**src/rtl/gen_2s_pipe.sv**
```systemverilog
// gen_2s_pipe: two-stage valid/ready pipeline that converts CHANNELS signed
// lanes between two's-complement and sign-magnitude forms (or takes the
// absolute value). The most-negative value saturates and raises a per-lane
// overflow flag, and a sticky counter tracks how many lanes saturated.
module gen_2s_pipe #(
   parameter int MANT_SIZE = 10,
   parameter int WIDTH     = 2*MANT_SIZE+1,
   parameter int CHANNELS  = 9,
   parameter int CNT_WIDTH = 16
) (
   input  logic                         clk,
   input  logic                         rst,
   input  logic                         in_valid,
   output logic                         in_ready,
   input  logic [CHANNELS*WIDTH-1:0]    in_data,
   input  logic [1:0]                   mode,
   output logic                         out_valid,
   input  logic                         out_ready,
   output logic [CHANNELS*WIDTH-1:0]    out_data,
   output logic [CHANNELS-1:0]          out_ovf,
   output logic [CNT_WIDTH-1:0]         sat_count
);

   localparam int POP_W = $clog2(CHANNELS+1);

   localparam logic [WIDTH-1:0] MIN_VAL  = {1'b1, {(WIDTH-1){1'b0}}};
   localparam logic [WIDTH-1:0] MAXP_VAL = {1'b0, {(WIDTH-1){1'b1}}};
   localparam logic [WIDTH-1:0] ALL_ONES = {WIDTH{1'b1}};
   localparam logic [WIDTH-1:0] ONE      = {{(WIDTH-1){1'b0}}, 1'b1};

   typedef enum logic [1:0] {
      MODE_PASS  = 2'b00,
      MODE_ABS   = 2'b01,
      MODE_TC2SM = 2'b10,
      MODE_SM2TC = 2'b11
   } mode_t;

   logic                        rdy_armed;
   logic                        s1_valid;
   logic [CHANNELS*WIDTH-1:0]   s1_data;
   mode_t                       s1_mode;

   logic                        s2_free;
   logic                        s1_adv;
   logic                        in_fire;

   logic [CHANNELS*WIDTH-1:0]   conv_data;
   logic [CHANNELS-1:0]         conv_ovf;
   logic [POP_W-1:0]            conv_pop;

   logic [WIDTH-1:0]            lane_x;
   logic [WIDTH-1:0]            lane_neg;
   logic [WIDTH-1:0]            lane_y;
   logic                        lane_o;

   logic [CNT_WIDTH:0]          sat_sum;
   logic [CNT_WIDTH-1:0]        sat_next;

   // Output stage can take a new beat when it is empty or being drained;
   // in_ready follows out_ready combinationally so full flow has no bubble.
   assign s2_free  = !out_valid || out_ready;
   assign s1_adv   = s1_valid && s2_free;
   assign in_ready = rdy_armed && (!s1_valid || s2_free);
   assign in_fire  = in_valid && in_ready;

   // Hold in_ready low until the first clock edge after reset is released.
   always_ff @(posedge clk or posedge rst) begin
      if (rst) begin
         rdy_armed <= 1'b0;
      end else begin
         rdy_armed <= 1'b1;
      end
   end

   // Stage 1 captures the raw lanes and the beat's mode on each handshake.
   always_ff @(posedge clk or posedge rst) begin
      if (rst) begin
         s1_valid <= 1'b0;
         s1_data  <= '0;
         s1_mode  <= MODE_PASS;
      end else begin
         if (in_fire) begin
            s1_valid <= 1'b1;
            s1_data  <= in_data;
            s1_mode  <= mode_t'(mode);
         end else if (s1_adv) begin
            s1_valid <= 1'b0;
         end
      end
   end

   // Per-lane conversion of the stage-1 beat, plus a popcount of saturations.
   always_comb begin
      conv_data = '0;
      conv_ovf  = '0;
      conv_pop  = '0;
      lane_x    = '0;
      lane_neg  = '0;
      lane_y    = '0;
      lane_o    = 1'b0;
      for (int k = 0; k < CHANNELS; k++) begin
         lane_x   = s1_data[k*WIDTH +: WIDTH];
         lane_neg = ~lane_x + ONE;
         lane_y   = lane_x;
         lane_o   = 1'b0;
         case (s1_mode)
            MODE_PASS: begin
               lane_y = lane_x;
            end
            MODE_ABS: begin
               if (lane_x == MIN_VAL) begin
                  lane_y = MAXP_VAL;
                  lane_o = 1'b1;
               end else if (lane_x[WIDTH-1]) begin
                  lane_y = lane_neg;
               end
            end
            MODE_TC2SM: begin
               if (lane_x == MIN_VAL) begin
                  lane_y = ALL_ONES;
                  lane_o = 1'b1;
               end else if (lane_x[WIDTH-1]) begin
                  lane_y = {1'b1, lane_neg[WIDTH-2:0]};
               end
            end
            MODE_SM2TC: begin
               if (lane_x[WIDTH-1]) begin
                  if (lane_x[WIDTH-2:0] == '0) begin
                     lane_y = '0;
                  end else begin
                     lane_y = ~{1'b0, lane_x[WIDTH-2:0]} + ONE;
                  end
               end
            end
            default: begin
               lane_y = lane_x;
            end
         endcase
         conv_data[k*WIDTH +: WIDTH] = lane_y;
         conv_ovf[k]                 = lane_o;
         conv_pop                    = conv_pop + {{(POP_W-1){1'b0}}, lane_o};
      end
   end

   // Saturating accumulation of the saturation events carried by this beat.
   always_comb begin
      sat_sum  = {1'b0, sat_count} + {{(CNT_WIDTH+1-POP_W){1'b0}}, conv_pop};
      sat_next = sat_sum[CNT_WIDTH] ? {CNT_WIDTH{1'b1}} : sat_sum[CNT_WIDTH-1:0];
   end

   // Stage 2 registers the converted beat; it holds while downstream stalls
   // and the counter only moves on a real stage-1 to stage-2 transfer.
   always_ff @(posedge clk or posedge rst) begin
      if (rst) begin
         out_valid <= 1'b0;
         out_data  <= '0;
         out_ovf   <= '0;
         sat_count <= '0;
      end else if (s2_free) begin
         out_valid <= s1_valid;
         if (s1_valid) begin
            out_data  <= conv_data;
            out_ovf   <= conv_ovf;
            sat_count <= sat_next;
         end
      end
   end

endmodule
```
**config.mk**
```make
export PLATFORM = sky130hd
export DESIGN_NAME = gen_2s_pipe
export DESIGN_NICKNAME = d
export VERILOG_FILES = /design/src/rtl/gen_2s_pipe.sv
export SDC_FILE = /design/constraint.sdc
export NUM_CORES = 1
export LEC_CHECK = 0
export BUFFER_PORTS_ARGS = -buffer_cell sky130_fd_sc_hd__buf_2
export CAP_MARGIN = 20
export CORE_ASPECT_RATIO = 1.2
export CORE_UTILIZATION = 57
export DETAILED_ROUTE_END_ITERATION = 12
export PLACE_DENSITY_LB_ADDON = 0.1
export REMOVE_ABC_BUFFERS = 1
export SLEW_MARGIN = 20
export SYNTH_ARGS = -nofsm -noshare
export SYNTH_HDL_FRONTEND = slang
export SYNTH_SLANG_ARGS = --single-unit
```
**constraint.sdc**
```tcl
create_clock -name clk -period 15.8 [get_ports clk]
set_clock_uncertainty 0.2 [all_clocks]
set_input_delay 0.79 -clock clk [delete_from_list [all_inputs] [get_ports clk]]
set_output_delay 0.79 -clock clk [all_outputs]
set_load 0.02 [all_outputs]
```
## Yosys cells after proc, flatten, opt, wreduce, memory -nomap -nowiden

Cells that the tools add are included.

- Bitwise gates (word level): 18
- Reductions and logical operators: 20
- Mux-type cells: 84
- Eq/ne operators: 12
- $add $sub $neg: 27

Operators with widths:

| cell | number |
|---|---|
| two-way mux 21 bit | 54 |
| one-hot mux 21 bit (4 select lines) | 9 |
| adder 21 x 1 -> 21 bit (second input constant) | 18 |
| == test 21 bit (second input constant) | 9 |
| NOT 20 -> 21 bit | 9 |
| NOT 21 bit | 9 |
| logical NOT 20 bit | 9 |
| adder 4 x 1 -> 4 bit | 5 |
| two-way mux 1 bit | 20 |
| adder 16 x 4 -> 17 bit | 1 |
| two-way mux 16 bit | 1 |
| adder 3 x 1 -> 4 bit | 1 |
| == test 2 bit (second input constant) | 2 |
| adder 2 x 1 -> 3 bit | 1 |
| logical AND 1 bit | 3 |
| adder 1 x 1 -> 2 bit | 1 |
| == test 2 x 1 -> 1 bit (second input constant) | 1 |
| logical NOT 1 bit | 2 |
| logical NOT 2 bit | 1 |
| logical OR 1 bit | 2 |
| AND reduction 2 bit | 1 |
| nonzero test 2 bit | 1 |
| OR reduction 2 bit | 1 |

- Word-level logic and storage cells: 169
- Flip-flop bits (word level): 408

## Longest topological paths before layout

Gate-level depths: netlist of the first run.

- Depth in word-level cells: 13
- Gate-level depth with buffers: 22
- Mapped depth without buffers: 20

## Least setup slack after synthesis of the first run

No wires, ideal clock.

- Kind: register -> register
- Start point: reg s1_data[126]
- End point: reg sat_count[2]
- Setup slack: 9.992 ns
- Setup time: 0.146 ns
- Stages on the path, launching flop included: 23
- Data arrival time: 5.462 ns
- Clock period less this slack: 5.808 ns
- Path through: dfrtp_1 -> inv_1 -> ha_1 -> or3b_2 -> clkbuf_1 -> or2_2 -> clkbuf_1 -> or3_1 -> buf_2 -> nor2_1 -> nand2_1 -> fa_1 -> fa_1 -> inv_1 -> fa_1 -> ha_1 -> fa_1 -> a21o_1 -> a21oi_1 -> nor3_1 -> nand3_1 -> clkbuf_1 -> o211ai_1

- Word-level cells in the longest chain between the ends: 8

Ends and longest elaborated chain:

| element | RTL line | text |
|---|---|---|
| start: declaration | 40 | `logic [CHANNELS*WIDTH-1:0] s1_data;` |
| start signal: assignment | 84 | `s1_data <= in_data;` |
| == test 21 bit | 111, 119 |  |
| two-way mux 1 bit | 111, 119 |  |
| two-way mux 1 bit | n/a |  |
| adder 4 x 1 -> 4 bit (3 in series) | 141 | `conv_pop = conv_pop + {{(POP_W-1){1'b0}}, lane_o};` |
| adder 16 x 4 -> 17 bit | 147 | `sat_sum = {1'b0, sat_count} + {{(CNT_WIDTH+1-POP_W){1'b0}}, conv_pop};` |
| two-way mux 16 bit | 148 | `sat_next = sat_sum[CNT_WIDTH] ? {CNT_WIDTH{1'b1}} : sat_sum[CNT_WIDTH-1:0];` |
| end signal: assignment | 164 | `sat_count <= sat_next;` |
| end: declaration | 21 | `output logic [CNT_WIDTH-1:0] sat_count` |

No other way between the ends.
A chain may end at the register's enable or synchronous reset.

## Final worst setup path of the first run

- Start point: reg s1_data[136]
- End point: reg sat_count[13]

Same word-level chain as after synthesis.

==> results of run 1 <==
==> cell families (layout without fill, tap and decap cells) <==
kind of cell | after synthesis | in the layout | share of synthesized area, %
simple gates | 852 | 852 | 19.1
fa+ha+maj | 25 | 25 | 1.58
other cells | 1 | 7 | 0.0166
flops | 408 | 408 | 45.2
buf+inv | 219 | 571 | 3.78
compound gates | 677 | 677 | 18.8
xor+xnor | 34 | 34 | 1.32
mux | 206 | 206 | 10.2
==> registers in the layout (all words and copies together), names as in the netlist <==
name and cells:
s1_valid 1, rdy_armed 1, sat_count 16, out_valid 1
out_ovf 9, s1_data 189, s1_mode 2, out_data 189
==> cells in the final DEF (no fill, tap or decap), types with 30 or more instances in the layout <==
master and instances:
a21oi_1 148, nand3_1 76, nor2_1 179, nand2_1 195, mux2_2 197, buf_2 411, nor3_1 98, o22ai_1 30
nor4_1 39, o31ai_1 42, dfrtp_1 408, clkbuf_16 47, or3_1 93, inv_1 48, o21ai_0 199, a31oi_1 55
==> cells in the mapped netlist, types with 7 or more instances <==
master,n
a21o_1,14
nor2_1,182
nor4_1,40
o21a_1,21
or3_1,94
mux2i_1,8
nand2_1,197
o41ai_1,10
dfrtp_1,408
a22oi_1,10
nand3_1,76
or2_2,11
a31o_2,9
ha_1,19
nor3b_1,13
o311ai_0,7
o21ai_0,199
a211oi_1,18
o221ai_1,8
buf_1,7
o31ai_1,42
o22ai_1,30
nand2b_1,11
nor2b_1,9
or4_1,29
nor3_1,99
clkbuf_1,148
a31oi_1,55
o211ai_1,23
inv_1,49
mux2_2,197
and3_1,25
a21oi_1,149
nand4_1,23
and2_1,12
xnor2_1,28
o21ai_1,7
==> metrics by stage <==
step           utilization, %  hold slack (ns)
2_1_floorplan               -            0.297
3_3_place_gp             64.0            0.245
3_5_place_dp             64.0            0.252
4_1_cts                  67.9            0.211
5_1_grt                  68.0            0.226
6_report                 68.0            0.236
==> worst reg2reg max path: stages, from the launching register on <==
cell	delay (ns)
dfrtp_1	0.45
or4_1	0.61
or4_1	0.60
or3_1	0.50
nor2_1	0.26
nand2_1	0.12
fa_1	0.47
fa_1	0.49
inv_1	0.05
fa_1	0.44
ha_1	0.22
fa_1	0.41
a21o_1	0.20
a21oi_1	0.33
nor3_1	0.18
nand3_1	0.40
nand3_1	0.14
o21a_1	0.13
==> report_power, final <==
part	internal (µW)	switching, µW
logic	473	816
registers	1310	276
clock network	657	442
total	2440	1530
==> metal layers <==
| layer | track usage [%] | share of wire (%) | wire (µm) |
|---|---|---|---|
| met5 | 0 | 0.10 | 75 |
| met3 | 7.35 | 9.0 | 6630 |
| met1 | 46.2 | 39 | 28500 |
| met4 | 18.4 | 4.8 | 3550 |
| met2 | 58.3 | 47 | 35000 |
==> worst paths after layout <==
check | startpoint | endpoint | cells after the start
max | s1_data[136] | sat_count[13] | 17
min | rst | s1_data[181] | 2
max reg2reg | s1_data[136] | sat_count[13] | 17
min reg2reg | out_data[52] | out_data[52] | 2
max in group asynchronous | rst | out_data[128] | 4
min in group clk | in_data[129] | s1_data[129] | 2
==> layout make-up <==
cell class	instances	area, µm²
diodes	6	15.0
clock buffers	67	1350
clock inverters	15	185
fillers	3254	12500
inverters	53	206
multi-input cells	1795	11600
flip-flops and latches	408	10200
well taps	526	658
repair buffers	436	2260
==> results by group, run 1 <==
Run status
  – Status: completed

STA
  – FMAX: 158 MHz
  – RSZ-0062 raised after global routing: no
  – Sum of negative setup slack: 0 ns
  – Slew margin rel.: 27.6%
  – Final setup margin: 9.47 ns
  – Max-slew violations: 0
  – Final Hold Vio Count: 0
  – Final Setup Violations: 0
  – Worst-Margin Slew: 1.08 ns
  – Final Critical Period: 6.33 ns
  – Final cycle utilization of the critical path: 40.1%

Placed design
  – DP HPWL: 48,900 µm
  – IO Port Bufs: 410
  – Post-Place Worst Slack: 9.55 ns
  – Placed cell area: 24,900 µm²
  – Placed Cells: 3,217
  – RePlAce Congestion: 0.948

Final layout
  – Final nets: 2,959
  – Final non-filler cell total: 3,306
  – Final std cell area, no fill: 26,500 µm²
  – Synth-to-Final Area Change: 17.2%
  – Fraction of layout cells with a size suffix above 1: 27.2%

GRT
  – Vias in the first global route: 20,300
  – Initial antenna violation count: 12
  – Global Route Usage Sum: 36.1%
  – First-pass GRT wire length: 114,000 µm
  – GRT overflow: 0
  – Largest net degree at the start of global routing: 192

Clock tree
  – CTS resizes: 0
  – CTS H-tree lvls: 2
  – Clk_lat worst skew: 0.58 ns
  – Max clock buf depth: 3
  – CTS Buf Count: 45
  – CTS tree: built
  – CTS hold repair buffers: 0
  – Clock Sinks: 408
  – Setup bufs post-CTS: 0
  – Clock transition at path regs: 0.06 ns
  – CTS root buf: clkbuf_16

Flow run
  – Max cap viols: 0

Detailed routing
  – Number of vias per cell: 6.48
  – Initial DRT Pass Iterations: 7
  – Drt first-iter violations: 1,971
  – Vias: 21,400
  – DR WL/cell: 22.3 µm
  – Routed Antenna Nets: 0
  – # DRC: 0
  – Routed wire length: 73,800 µm

Power
  – VDD IR max: 0.124 mV
  – Pleak: 0.0114 µW
  – Pwr/cell area: 150 nW/µm²
  – Power Total: 3970 µW

Logic synthesis
  – Warnings from Yosys: 0
  – Synth Instances: 2,422
  – Yosys reg bits: 408
  – Most used DFF post-synth: dfrtp_1
  – Sequential fraction of the synthesis area: 45.2%
  – Leading area contributor after synthesis: dfrtp_1
  – Cell Area, Synth: 22,600 µm²
  – EDFF count, synth: 0
  – Syn_area_per_cell: 9.33 µm²
  – Synth unique cells: 82
  – Async set-reset flop share out of synthesis: 100%
  – Top post-synthesis cells by area: dfrtp_1, mux2_2, o21ai_0
  – Post-synth top area share: 45.2%

Die
  – Die area: 40,500 µm²
  – Die W: 184 µm
  – Rows: 79
  – Core Footprint: 38,900 µm²
  – I/O pins: 411
  – Initial Utilization: 58.0%
  – Die height: 220 µm

Critical path
  – Worst path most repeated cell: fa_1
  – Critical path's top delay family: simple AND/OR/NAND/NOR gates
  – CP Data Arrival Time: 6.60 ns
  – CP peak stage delay: 0.61 ns
  – Crit end category: flop
  – CP Class: reg2reg
  – Startpoint Class: flop
  – R2R setup slack: 9.47 ns
  – Worst Path Max Fanout: 13
  – Critical Path RT: 16.07 ns
  – CP Cell Sequence: or4_1 -> or4_1 -> or3_1 -> nor2_1 -> nand2_1 -> fa_1 -> fa_1 -> inv_1 -> fa_1 -> ha_1 -> fa_1 -> a21o_1 -> a21oi_1 -> nor3_1 -> nand3_1 -> nand3_1 -> o21a_1
  – Critical-path top delay cell: or4_1
  – CP Buf/Inv Count: 1

Hold path
  – Min-delay worst type: in2async
No activity file was read; power rests on OpenSTA's default activity.
==> inputs of run 2 (changes only) <==
- ABC_AREA: unset -> 1
- CORE_UTILIZATION: 57 -> 52
- clock period: 15.8 -> 5.6 ns (I/O delays scaled with it)
==> run 2 against run 1 <==
Against the previous run: final cell count increased by 38%; sequential share of layout area shrank 5.0 points; non-clock buffer count is 201 higher; synthesized cell count up 41%; worst hold slack worse by 0.11 ns; utilization is 2.1 points lower; sequential power grew to 2.7 times the previous value; power rose to 2.8 times the previous value; sequential cell count stayed put; register-to-register slack worse by 9.1 ns; setup slack got worse by 9.1 ns; via count increased by 18%; critical path type unchanged; highest routed layer unchanged.
==> results by group, run 2 <==
Die
  – Core Footprint: 46,200 µm² (+19%)
  – Die height: 240 µm (+8.9%)
  – Initial Utilization: 53.1% (-4.9 points)
  – Die area: 48,000 µm² (+19%)
  – Rows: 86 (+8.9%)
  – I/O pins: 411 (unchanged)
  – Die W: 200 µm (+8.9%)

Logic synthesis
  – Async set-reset flop share out of synthesis: 100% (unchanged)
  – Yosys reg bits: 408 (unchanged)
  – Compound-Gate Fraction of Synth Area: 12.4% (-6.4 points)
  – Count leader, synth: nand2_1
  – Sequential fraction of the synthesis area: 41.7% (-3.5 points)
  – Post-synth top cells: nand2_1, nor2_1, a21oi_1
  – Synth Instances: 3,405 (+41%)
  – Synth unique cells: 47 (-43%)
  – Post-synth top area share: 41.7% (-3.5 points)
  – Syn_area_per_cell: 7.20 µm² (-23%)
  – Most used DFF post-synth: dfrtp_1
  – Post-synthesis xor/xnor area fraction: 3.29% (+2.0 points)
  – Warnings from Yosys: 0 (unchanged)
  – EDFF count, synth: 0 (unchanged)
  – Multiplexer share of the synthesized area: 1.33% (-8.9 points)
  – Adder-Cell Fraction of Synth Area: 1.46% (-0.12 points)
  – Cell Area, Synth: 24,500 µm² (+8.4%)
  – Simple-Gate Fraction of Synth Area: 32.9% (+14 points)
  – Top post-synthesis cells by area: dfrtp_1, nand2_1, a21oi_1
  – Largest family of logic cells by synthesized area: simple AND/OR/NAND/NOR gates
  – Leading area contributor after synthesis: dfrtp_1

GRT
  – First-pass GRT wire length: 128,000 µm (+12%)
  – Initial antenna violation count: 2 (-10)
  – Largest net degree at the start of global routing: 150 (-22%)
  – Vias in the first global route: 24,400 (+20%)
  – GRT overflow: 0 (unchanged)
  – Global Route Usage Sum: 33.0% (-3.1 points)

Critical path
  – Worst r2r src: s1_data[43]
  – Critical Path RT: 5.84 ns (-10.23 ns)
  – CP Data Arrival Time: 5.47 ns (-1.13 ns)
  – Crit end category: flop
  – Startpoint Class: flop
  – Crit path launch: s1_data[43]
  – Worst Path Max Fanout: 14 (+1)
  – CP Class: reg2reg

Detailed routing
  – DR WL/cell: 17.6 µm (-21%)
  – Number of vias per cell: 5.52 (-15%)
  – Routed wire length: 80,400 µm (+8.9%)
  – Routed Antenna Nets: 0 (unchanged)
  – # DRC: 0 (unchanged)
  – Vias: 25,200 (+18%)
  – Drt first-iter violations: 1,693 (-14%)
  – Initial DRT Pass Iterations: 7 (unchanged)

Final layout
  – Fill count: 4,129 (+27%)
  – Register area: 10,200 µm² (unchanged)
  – Synth-to-Final Area Change: 24.2%
  – Final nets: 4,137 (+40%)
  – Commonest non-fill, non-tap cell in the layout: nand2_1
  – Top flop regs: out_data (189), s1_data (189), sat_count (16)
  – Area occupied by multi-input gates: 12,700 µm² (+9.3%)
  – Final std cell area, no fill: 30,400 µm² (+15%)
  – Fraction of layout cells with a size suffix above 1: 17.0% (-10 points)
  – Final non-filler cell total: 4,568 (+38%)
  – Most frequent cells in the layout: nand2_1, nor2_1, a21oi_1, buf_2, dfrtp_1

Clock tree
  – CTS tree: built
  – Clock transition at path regs: 0.06 ns (about the same)
  – Max clock buf depth: 3 (unchanged)
  – Clk_lat worst skew: 0.58 ns (about the same)
  – CTS Buf Count: 45 (unchanged)
  – CTS root buf: clkbuf_16
  – CTS H-tree lvls: 2 (unchanged)
  – Clock Sinks: 408 (unchanged)

STA
  – Worst hold margin: 0.130 ns (-0.107 ns)
  – Slew margin rel.: 35.0% (+7.4 points)
  – Worst-Margin Slew: 0.973 ns (-0.105 ns)
  – Final cycle utilization of the critical path: 93.5% (+53 points)
  – Final Setup Violations: 0 (unchanged)
  – Final Critical Period: 5.24 ns (-1.10 ns)
  – RSZ-0062 raised after global routing: no
  – Sum of negative setup slack: 0 ns (unchanged)
  – Final Hold Vio Count: 0 (unchanged)
  – FMAX: 191 MHz (+21%)
  – Max-slew violations: 0 (unchanged)

Placed design
  – DP HPWL: 52,500 µm (+7.3%)
  – IO Port Bufs: 410 (unchanged)
  – Placed cell area: 26,900 µm² (+8.0%)
  – Placed Cells: 4,290 (+33%)
  – RePlAce Congestion: 0.920 (-3.0%)

Hold path
  – Worst hold path startpoint: in_valid
  – Min-delay worst type: in2reg

Power
  – Pwr/cell area: 370 nW/µm² (+150%)
  – VDD IR max: 0.266 mV (+110%)
  – Pleak: 0.0154 µW (+35%)

Run status
  – Status: completed

Flow run
  – Max cap viols: 0 (unchanged)
[run 2: cell count changes after synthesis, sizes merged, moves of 94 or more]
cell / change
a21oi: +323
inv: +188
mux2: -169
nand2: +661
nand3: +217
nor2: +381
o21ai: -130
or3: -94
[run 2: path summary, 6_finish.rpt]
check / end / slack, ns / depth (start not counted)
worst max-delay path: sat_count[3] / 0.36 / 21
worst min-delay path: s1_data[121] / 0.13 / 4
worst max register to register: sat_count[3] / 0.36 / 21
worst min register to register: out_data[32] / 0.27 / 2
max in group asynchronous: s1_mode[0] / 3.63 / 4
min in group asynchronous: out_data[110] / 0.22 / 3
[run 2: timing repair]
action | in CTS | in global routing
gates resized for setup | 0 | 3
buffers inserted | 0 | 3
endpoints found under the hold margin | 292 | 0
endpoints found under the setup margin | 0 | 15
hold buffers | 193 | 0
[run 2: cell type report]
class | count | share of cell area, %
antenna | 1 | 0.00822
timing repair buffer | 637 | 14.1
inverter | 245 | 3.07
tap | 616 | 2.53
clock inverter | 16 | 0.621
sequential | 408 | 33.5
multi-input combinational | 2580 | 41.7
clock buffer | 65 | 4.42
[run 2: cell families after synthesis]
logic type,count (synthesis)
AO/OA/AOI/OAI,581
multiplexers,29
flip-flops,408
XOR/XNOR,92
adder cells (fa/ha/maj),25
buffers and inverters,417
other,1
AND/OR/NAND/NOR,1852
[run 2: worst max-delay path, stage by stage (launching register included)]
cell,delay [ns]
dfrtp_1,0.40
inv_1,0.11
ha_1,0.28
nand3_2,0.17
nor2_4,0.19
nand3_1,0.13
nor3_1,0.17
nand3_1,0.19
nor3_2,0.21
fa_1,0.45
inv_1,0.08
fa_1,0.41
inv_1,0.07
fa_1,0.42
ha_1,0.23
fa_1,0.41
a31oi_1,0.24
inv_1,0.11
nand4_1,0.20
inv_1,0.13
nand3_4,0.17
o211ai_1,0.11
[run 2: layer usage]
| metal | vias to the layer above | global-route usage (%) | wire length [µm] |
|---|---|---|---|
| li1 | 12100 | - | - |
| met1 | 12000 | 42.5 | 33100 |
| met2 | 970 | 54.4 | 38000 |
| met3 | 191 | 4.90 | 5310 |
| met4 | 2 | 16.3 | 3930 |
| met5 | - | 0 | 13 |
[run 2: report_power, final]
part           switching [µW]  internal (µW)
Combinational            2560           1320
Clock                    1280           1850
Sequential                598           3650
Total                    4440           6820
[run 2: per-stage QoR]
stage	power (µW)	setup slack (ns)	util [%]
global route	11900	0.0331	65.9
detailed placement	8030	0.0716	58.3
finish	11300	0.364	65.9
global placement	7950	0.210	58.3
floorplan	6720	-6.23	-
CTS	11300	0.00919	65.8
